===== src/rtl/flow_fifo_pkg.sv =====
// Shared width helpers for the flow_fifo elastic buffer.
package flow_fifo_pkg;

    function automatic int ptr_width(input int num);
        return (num > 1) ? $clog2(num) : 1;
    endfunction

    function automatic int cnt_width(input int num);
        return $clog2(num + 1);
    endfunction

endpackage


===== src/rtl/flow_fifo_mem.sv =====
// Storage array for flow_fifo: one write port, one asynchronous read port, no reset.
module flow_fifo_mem
    import flow_fifo_pkg::*;
#(
    parameter int NUM   = 8,
    parameter int WIDTH = 32
) (
    input  logic                        clk,
    input  logic                        we,
    input  logic [ptr_width(NUM)-1:0]   wr_addr,
    input  logic [WIDTH-1:0]            wr_data,
    input  logic [ptr_width(NUM)-1:0]   rd_addr,
    output logic [WIDTH-1:0]            rd_data
);

    logic [WIDTH-1:0] mem [NUM];

    always_ff @(posedge clk) begin
        if (we) begin
            mem[wr_addr] <= wr_data;
        end
    end

    assign rd_data = mem[rd_addr];

endmodule


===== src/rtl/flow_fifo.sv =====
// Ready/valid FIFO with registered head stage, occupancy count and almost flags.
// Define FLOW_FIFO_BYPASS_EN for a zero-latency path while the FIFO is empty.
module flow_fifo
    import flow_fifo_pkg::*;
#(
    parameter int NUM       = 8,
    parameter int WIDTH     = 32,
    parameter int AF_MARGIN = 1,
    parameter int AE_MARGIN = 1
) (
    input  logic                        clk,
    input  logic                        rst,
    input  logic                        IN_flush,
    input  logic [WIDTH-1:0]            IN_data,
    input  logic                        IN_valid,
    output logic                        IN_ready,
    output logic [WIDTH-1:0]            OUT_data,
    output logic                        OUT_valid,
    input  logic                        OUT_ready,
    output logic [cnt_width(NUM)-1:0]   OUT_count,
    output logic                        OUT_almostFull,
    output logic                        OUT_almostEmpty
);

    localparam int PW = ptr_width(NUM);
    localparam int CW = cnt_width(NUM);
    localparam logic [PW-1:0] PTR_LAST = PW'(NUM - 1);
    localparam logic [CW-1:0] CNT_FULL = CW'(NUM);
    localparam logic [CW-1:0] CNT_AF   = CW'(NUM - AF_MARGIN);
    localparam logic [CW-1:0] CNT_AE   = CW'(AE_MARGIN);

    logic [PW-1:0]    wr_ptr_reg, wr_ptr_next;
    logic [PW-1:0]    rd_ptr_reg, rd_ptr_next;
    logic [CW-1:0]    count_reg, count_next;
    logic [WIDTH-1:0] out_data_reg, out_data_next;
    logic             out_valid_reg, out_valid_next;
    logic             in_ready_reg, in_ready_next;
    logic             af_reg, af_next;
    logic             ae_reg, ae_next;

    logic             push, pop, mem_empty, load_out, mem_we;
    logic             byp_active, bypass_take;
    logic [WIDTH-1:0] rd_data;

    function automatic logic [PW-1:0] ptr_inc(input logic [PW-1:0] p);
        return (p == PTR_LAST) ? '0 : p + 1'b1;
    endfunction

`ifdef FLOW_FIFO_BYPASS_EN
    assign byp_active = (count_reg == '0) && IN_valid;
`else
    assign byp_active = 1'b0;
`endif

    assign bypass_take = byp_active && OUT_ready;
    assign OUT_valid   = out_valid_reg || byp_active;
    assign OUT_data    = byp_active ? IN_data : out_data_reg;

    always_comb begin
        push           = IN_valid && in_ready_reg;
        pop            = OUT_valid && OUT_ready;
        // Memory holds everything except the entry sitting in the head register.
        mem_empty      = (count_reg == CW'(out_valid_reg));
        load_out       = !out_valid_reg || pop;
        wr_ptr_next    = wr_ptr_reg;
        rd_ptr_next    = rd_ptr_reg;
        count_next     = count_reg;
        out_data_next  = out_data_reg;
        out_valid_next = out_valid_reg;
        mem_we         = 1'b0;

        if (IN_flush) begin
            wr_ptr_next    = '0;
            rd_ptr_next    = '0;
            count_next     = '0;
            out_valid_next = 1'b0;
        end else begin
            if (load_out) begin
                if (!mem_empty) begin
                    out_data_next  = rd_data;
                    out_valid_next = 1'b1;
                    rd_ptr_next    = ptr_inc(rd_ptr_reg);
                end else if (push && !bypass_take) begin
                    out_data_next  = IN_data;
                    out_valid_next = 1'b1;
                end else begin
                    out_valid_next = 1'b0;
                end
            end
            mem_we = rst && push && !bypass_take && !(load_out && mem_empty);
            if (mem_we) begin
                wr_ptr_next = ptr_inc(wr_ptr_reg);
            end
            if (push && !pop) begin
                count_next = count_reg + 1'b1;
            end else if (pop && !push) begin
                count_next = count_reg - 1'b1;
            end
        end

        in_ready_next = (count_next != CNT_FULL);
        af_next       = (count_next >= CNT_AF);
        ae_next       = (count_next <= CNT_AE);
    end

    always_ff @(posedge clk) begin
        if (!rst) begin
            wr_ptr_reg    <= '0;
            rd_ptr_reg    <= '0;
            count_reg     <= '0;
            out_data_reg  <= '0;
            out_valid_reg <= 1'b0;
            in_ready_reg  <= 1'b1;
            af_reg        <= 1'b0;
            ae_reg        <= 1'b1;
        end else begin
            wr_ptr_reg    <= wr_ptr_next;
            rd_ptr_reg    <= rd_ptr_next;
            count_reg     <= count_next;
            out_data_reg  <= out_data_next;
            out_valid_reg <= out_valid_next;
            in_ready_reg  <= in_ready_next;
            af_reg        <= af_next;
            ae_reg        <= ae_next;
        end
    end

    flow_fifo_mem #(
        .NUM   (NUM),
        .WIDTH (WIDTH)
    ) u_mem (
        .clk     (clk),
        .we      (mem_we),
        .wr_addr (wr_ptr_reg),
        .wr_data (IN_data),
        .rd_addr (rd_ptr_reg),
        .rd_data (rd_data)
    );

    assign IN_ready        = in_ready_reg;
    assign OUT_count       = count_reg;
    assign OUT_almostFull  = af_reg;
    assign OUT_almostEmpty = ae_reg;

endmodule


===== config.mk =====
export PLATFORM = sky130hd
export DESIGN_NAME = flow_fifo
export DESIGN_NICKNAME = d
export VERILOG_FILES = /design/src/rtl/flow_fifo_pkg.sv /design/src/rtl/flow_fifo_mem.sv /design/src/rtl/flow_fifo.sv
export SDC_FILE = /design/constraint.sdc
export NUM_CORES = 1
export LEC_CHECK = 0
export CAP_MARGIN = 5
export CORE_MARGIN = 3
export CORE_UTILIZATION = 40
export DETAILED_ROUTE_END_ITERATION = 10
export MAX_ROUTING_LAYER = met4
export PLACE_DENSITY_LB_ADDON = 0.3
export SLEW_MARGIN = 20
export SYNTH_ARGS = -nofsm -noshare
export SYNTH_HDL_FRONTEND = slang
export SYNTH_SLANG_ARGS = --single-unit

===== constraint.sdc =====
create_clock -name clk -period 4.14 [get_ports clk]
set_clock_uncertainty 0.1 [all_clocks]
set_input_delay 0.828 -clock clk [delete_from_list [all_inputs] [get_ports clk]]
set_output_delay 0.828 -clock clk [all_outputs]
set_load 0.02 [all_outputs]

# Word-level counts from Yosys, hierarchy flattened
# Memories as Yosys holds them, arrays and structs flattened. A register that Yosys moved wholly into a read port is not among the register bits.
# Index checks and enable logic that the tools add are counted.
op_classes:
  n_addsub: 4
  magnitude_cmp: 2
  n_eq_ne: 5
  mux: 14
  bitwise_logic: 3
  reduce_logical: 15
op_table:
  columns: ["op", "n"]
  rows:
  - ["$mux 32", 2]
  - ["$mux 3", 4]
  - ["$mux 4", 3]
  - ["$logic_and 1x1->1", 7]
  - ["$add 3x1->3 const B", 2]
  - ["$eq 3x3->1 const B", 2]
  - ["$mux 1", 5]
  - ["$add 4x1->4 const B", 1]
  - ["$eq 4x1->1", 1]
  - ["$ge 4x3->1 const B", 1]
  - ["$le 4x1->1 const B", 1]
  - ["$logic_not 1->1", 4]
  - ["$ne 4x4->1 const B", 1]
  - ["$sub 4x1->4 const B", 1]
  - ["$not 1->1", 3]
  - ["$reduce_and 3->1", 1]
  - ["$ne 2x2->1 const B", 1]
  - ["$reduce_and 2->1", 1]
  - ["$reduce_or 2->1", 1]
  - ["$logic_or 1x1->1", 1]
totals:
  register_bits: 46
  ram_bits: 256
  inputBits: 37
  output_inout_bits: 40
  n_memories: 1
memory_table:
  columns: ["memory", "depth", "width", "rd", "rd_clocked_by_memory_dff", "wr", "line", "rtl"]
  rows:
  - ["u_mem.mem", 8, 32, 1, 1, 1, "flow_fifo_mem.sv:16", "logic [WIDTH-1:0] mem [NUM];"]

# Longest topological paths before layout
logic_depth:
  word_depth: 8
  depth_mapped: 8
  mapped_depth_nobuf: 6

# Cells and area by module
# A second synthesis with hierarchy kept.
unflattened:
  cells_unflattened: 644
  area_unflattened_um2: 11969.0
by_module_without_submodules:
  columns: ["mod", "instances", "cells_per_inst", "area_each_um2"]
  rows:
  - ["flow_fifo_mem", 1, 383, 9825.7]
  - ["flow_fifo", 1, 261, 2143.3]

# Worst setup path before layout
# No wires, ideal clock.
synth_path:
  kind: "input -> register"
  from: "in OUT_ready"
  to: "mem u_mem.mem[1][0] (enable)"
  arrival_time_ps: 3968
  t_required_ps: 3579
  path_slack_ps: -389
  path_stages: 4
  n_path_buf: 0
  path_cell_list: "and2b_1 nor2_1 or4b_1 nor3_1"
synth_via:
  elab_chain_len: 8
synth_rtl:
  columns: ["item", "line", "rtl"]
  rows:
  - ["start, declared", "flow_fifo.sv:19", "input logic OUT_ready,"]
  - ["$logic_and 1x1->1", "flow_fifo.sv:61", "pop = OUT_valid && OUT_ready;"]
  - ["$logic_or 1x1->1", "flow_fifo.sv:64", "load_out = !out_valid_reg || pop;"]
  - ["$logic_and 1x1->1", "flow_fifo.sv:90", "mem_we = rst && push && !bypass_take && !(load_out && mem_empty);"]
  - ["$logic_not 1->1", "flow_fifo.sv:90", null]
  - ["$logic_and 1x1->1", "flow_fifo.sv:90", null]
  - ["$mux 1", "flow_fifo.sv:72", "if (IN_flush) begin"]
  - ["$mux 1", "flow_fifo_mem.sv:19", "if (we) begin"]
  - ["$mux 1 (implied by the code)", "flow_fifo_mem.sv:20", "mem[wr_addr] <= wr_data;"]
  - ["end, declared", "flow_fifo_mem.sv:16", null]
# No other way between the ends.

# Worst setup path in the final report
layout_path:
  from: "in OUT_ready"
  to: "mem u_mem.mem[5][18] (enable)"
# The elaborated chain is that of the path after synthesis.

==> flow_summary_export.csv <==
group,metric,value,unit
pwr,powerDensity,465.1,nW/um^2
final_layout,largest_reg_flops,256,
timing,min_period_over_period,0.7345,
synth,synth_nets,627,
timing,setup_viol,0,
floorplanning,die_y,179.0,microns
setup_path,cp_max_fo,19,
global_route,grt_max_degree,45,
route,drtPass1Iterations,5,
clock_tree,clkLatencyLatePin,0.54,ns
clock_tree,cts_tree,"yes",
setup_path,crit_buf_inv,2,
route,via_count,6018,
synth,synth_area_per_cell,20.49,sq um
clock_tree,clock-sinks,305,
global_route,use_met3,0.02330,
synth,synth_flop_cell,"edfxtp_1",
global_route,grt_overflow,0,
clock_tree,ctsLongestPathBuffers,3,
synth,ys_ff_latch,305,
timing,worst_slew_pin_slew,0.9825,ns
setup_path,cpPeakStageDelay,0.74,ns
floorplanning,core-area,29090,sq um
timing,final_hold_viol_count,0,
final_layout,syn2layout_area_growth,19.85,%
run_status,status,"complete, no violations",
placement,dp.cells,1032,
clock_tree,post_cts_resized,0,
synth,synthCells,584,
setup_path,path_cells,"clkdlybuf4s50_1, and2b_1, nor2_1, or4b_1, nor2_4, buf_12",
route,drt-vias-per-instance,5.526,
timing,relSlewSlack,0.3450,
pwr,p_leak,4.597,nW
timing,period_needed,3.041,ns
min_path,min_path_type,"reg2reg",
floorplanning,chipWidth,179.0,microns
floorplanning,dieArea,32030,sq um
global_route,grt_use_met1,0.2132,
route,wl_per_cell,22.36,microns
synth,yosysUniqueCellTypes,40,
clock_tree,cts_made_buffers,31,
clock_tree,clk_root_buffer_cell,"clkbuf_16",
timing,rsz0062_at_grt,"false",
setup_path,cp.required,4.28,ns
global_route,antenna_found_initial,0,
global_route,grt_pass1_wl,37740,microns
floorplanning,io_pins,77,
clock_tree,clk_pin_slew_worst_paths,0.06,ns
timing,tns,0,ns
setup_path,crit_family,"simple AND/OR/NAND/NOR gates",
pwr,total_power,6.671,mW
setup_path,start_kind,"input pin",
synth,yosys_warnings,0,
clock_tree,post_cts_buffers,0,
final_layout,largest_register,"u_mem.mem",
setup_path,crit_slowest_cell,"or4b_1",
synth,syn_area,11970,sq um
floorplanning,core.rowCount,62,
final_layout,fin_util,0.4930,
global_route,top_usage_layer,"met2",
route,drc_errors,0,
timing,fmax,328.9,MHz
setup_path,cp.arrival,3.18,ns
floorplanning,start_util,0.4114,
global_route,grt_usage,0.1599,
final_layout,drive_gt1_frac,0.1801,
pwr,peakVddDrop,0.3093,mV
final_layout,final_cell_area,14340,sq um
route,drt-total-wl,24350,microns
placement,globalplace.congestion,0.7633,
placement,hpwlAfterDp,14810,microns
global_route,gr-usage-met2,0.2649,
job,drv_cap,0,
final_layout,nNetsFinal,724,
clock_tree,holdBufCountCts,0,
setup_path,path_class,"in2reg",
timing,final_max_slew_viol_count,0,
synth,yosysSeqAreaShare,0.7244,
placement,io_buffers,76,
clock_tree,h-tree-depth,1,
final_layout,num_antenna_cells,0,
synth,synth_edf_count,256,
synth,synthArstFlopShare,0,
global_route,grt_pass1_vias,6376,
route,drt_iter0_markers,578,
setup_path,worstSetupEndpointType,"register",
final_layout,stdcell_count,1089,
placement,placed_area,13280,sq um
route,drtAntennaViolNets,0,
[Yosys cell counts, types with 5 or more instances]
library cell | count | share of area
nor2b_1 | 32 | 0.017
nor3_1 | 12 | 0.0050
a21oi_1 | 5 | 0.0021
edfxtp_1 | 256 | 0.64
dfxtp_1 | 49 | 0.082
buf_1 | 6 | 0.0019
buf_6 | 8 | 0.0075
mux2_2 | 32 | 0.030
buf_2 | 7 | 0.0029
ha_1 | 6 | 0.0063
mux4_1 | 57 | 0.13
nor2_1 | 17 | 0.0053
mux4_2 | 7 | 0.013
nand2_1 | 6 | 0.0019
a222oi_1 | 32 | 0.027
clkbuf_1 | 10 | 0.0031
[power by group]
part	leakage [nW]	switching (mW)	total, mW	internal (mW)
registers	2.70	0.0397	3.40	3.36
clock network	0.520	1.11	2.86	1.75
logic	1.37	0.208	0.410	0.202
[logic make-up after synthesis]
kind of cell    count (synthesis)  share of synthesized area
buf+inv                        36                    0.01798
fa+ha+maj                       6                   0.006273
compound gates                 49                    0.03649
simple gates                   87                    0.04172
flops                         305                     0.7244
xor+xnor                        1                   0.001360
mux                           100                     0.1718
[cell type report]
type,instances,area (sq um)
Sequential cell,305,8675
Tap cell,384,480.5
Multi-Input combinational cell,243,3163
Timing Repair Buffer,98,950.9
Fill cell,2378,14750
Clock buffer,39,845.8
Inverter,2,7.507
Clock inverter,18,219.0
[worst min-delay path, delay by kind of cell (launching register included)]
kind	cells	cell delay (ns)
AO/OA/AOI/OAI	2	0.17
flip-flops	1	0.31
[cells in the final DEF, fill, tap and decap left out, types with 4 or more instances in the layout]
cell / instances
ha_1: 6
mux4_1: 57
clkbuf_8: 4
nand2b_1: 4
nand2_1: 6
a222oi_1: 32
clkbuf_1: 4
clkdlybuf4s50_1: 76
nor2b_1: 32
a21oi_1: 5
clkbuf_16: 31
clkinv_2: 6
edfxtp_1: 256
nor2_1: 11
bufinv_16: 5
buf_4: 20
mux2i_1: 4
mux2_2: 32
nor2_4: 6
clkinv_1: 4
mux4_2: 7
dfxtp_1: 46
nor3_1: 9
[worst paths after layout]
| path | start | endpoint | cells past startpoint | slack, ns |
|---|---|---|---|---|
| worst max register to register | OUT_count[0] | u_mem.mem[5][18] | 6 | 1.22 |
| worst max-delay path | OUT_ready | u_mem.mem[5][18] | 6 | 1.10 |
| worst min-delay path | rd_ptr_reg[1] | register | 2 | 0.42 |
| worst min register to register | rd_ptr_reg[1] | register | 2 | 0.42 |
[metrics by stage]
stage / hold WS, ns / worst slack (ns)
floorplan: 0.3675 / 0.4653
global placement: 0.3735 / 0.5876
detailed placement: 0.4095 / 0.5328
CTS: 0.4099 / 1.095
global route: 0.4493 / 0.9645
finish: 0.4155 / 1.099
[layer usage]
metal  wire [microns]  vias to the layer above
met4              393                        0
met1            10540                     3137
met3             1250                       34
met5                0                        -
met2            12170                      166
li1                 -                     2681
(Power assumes the default switching activity.)
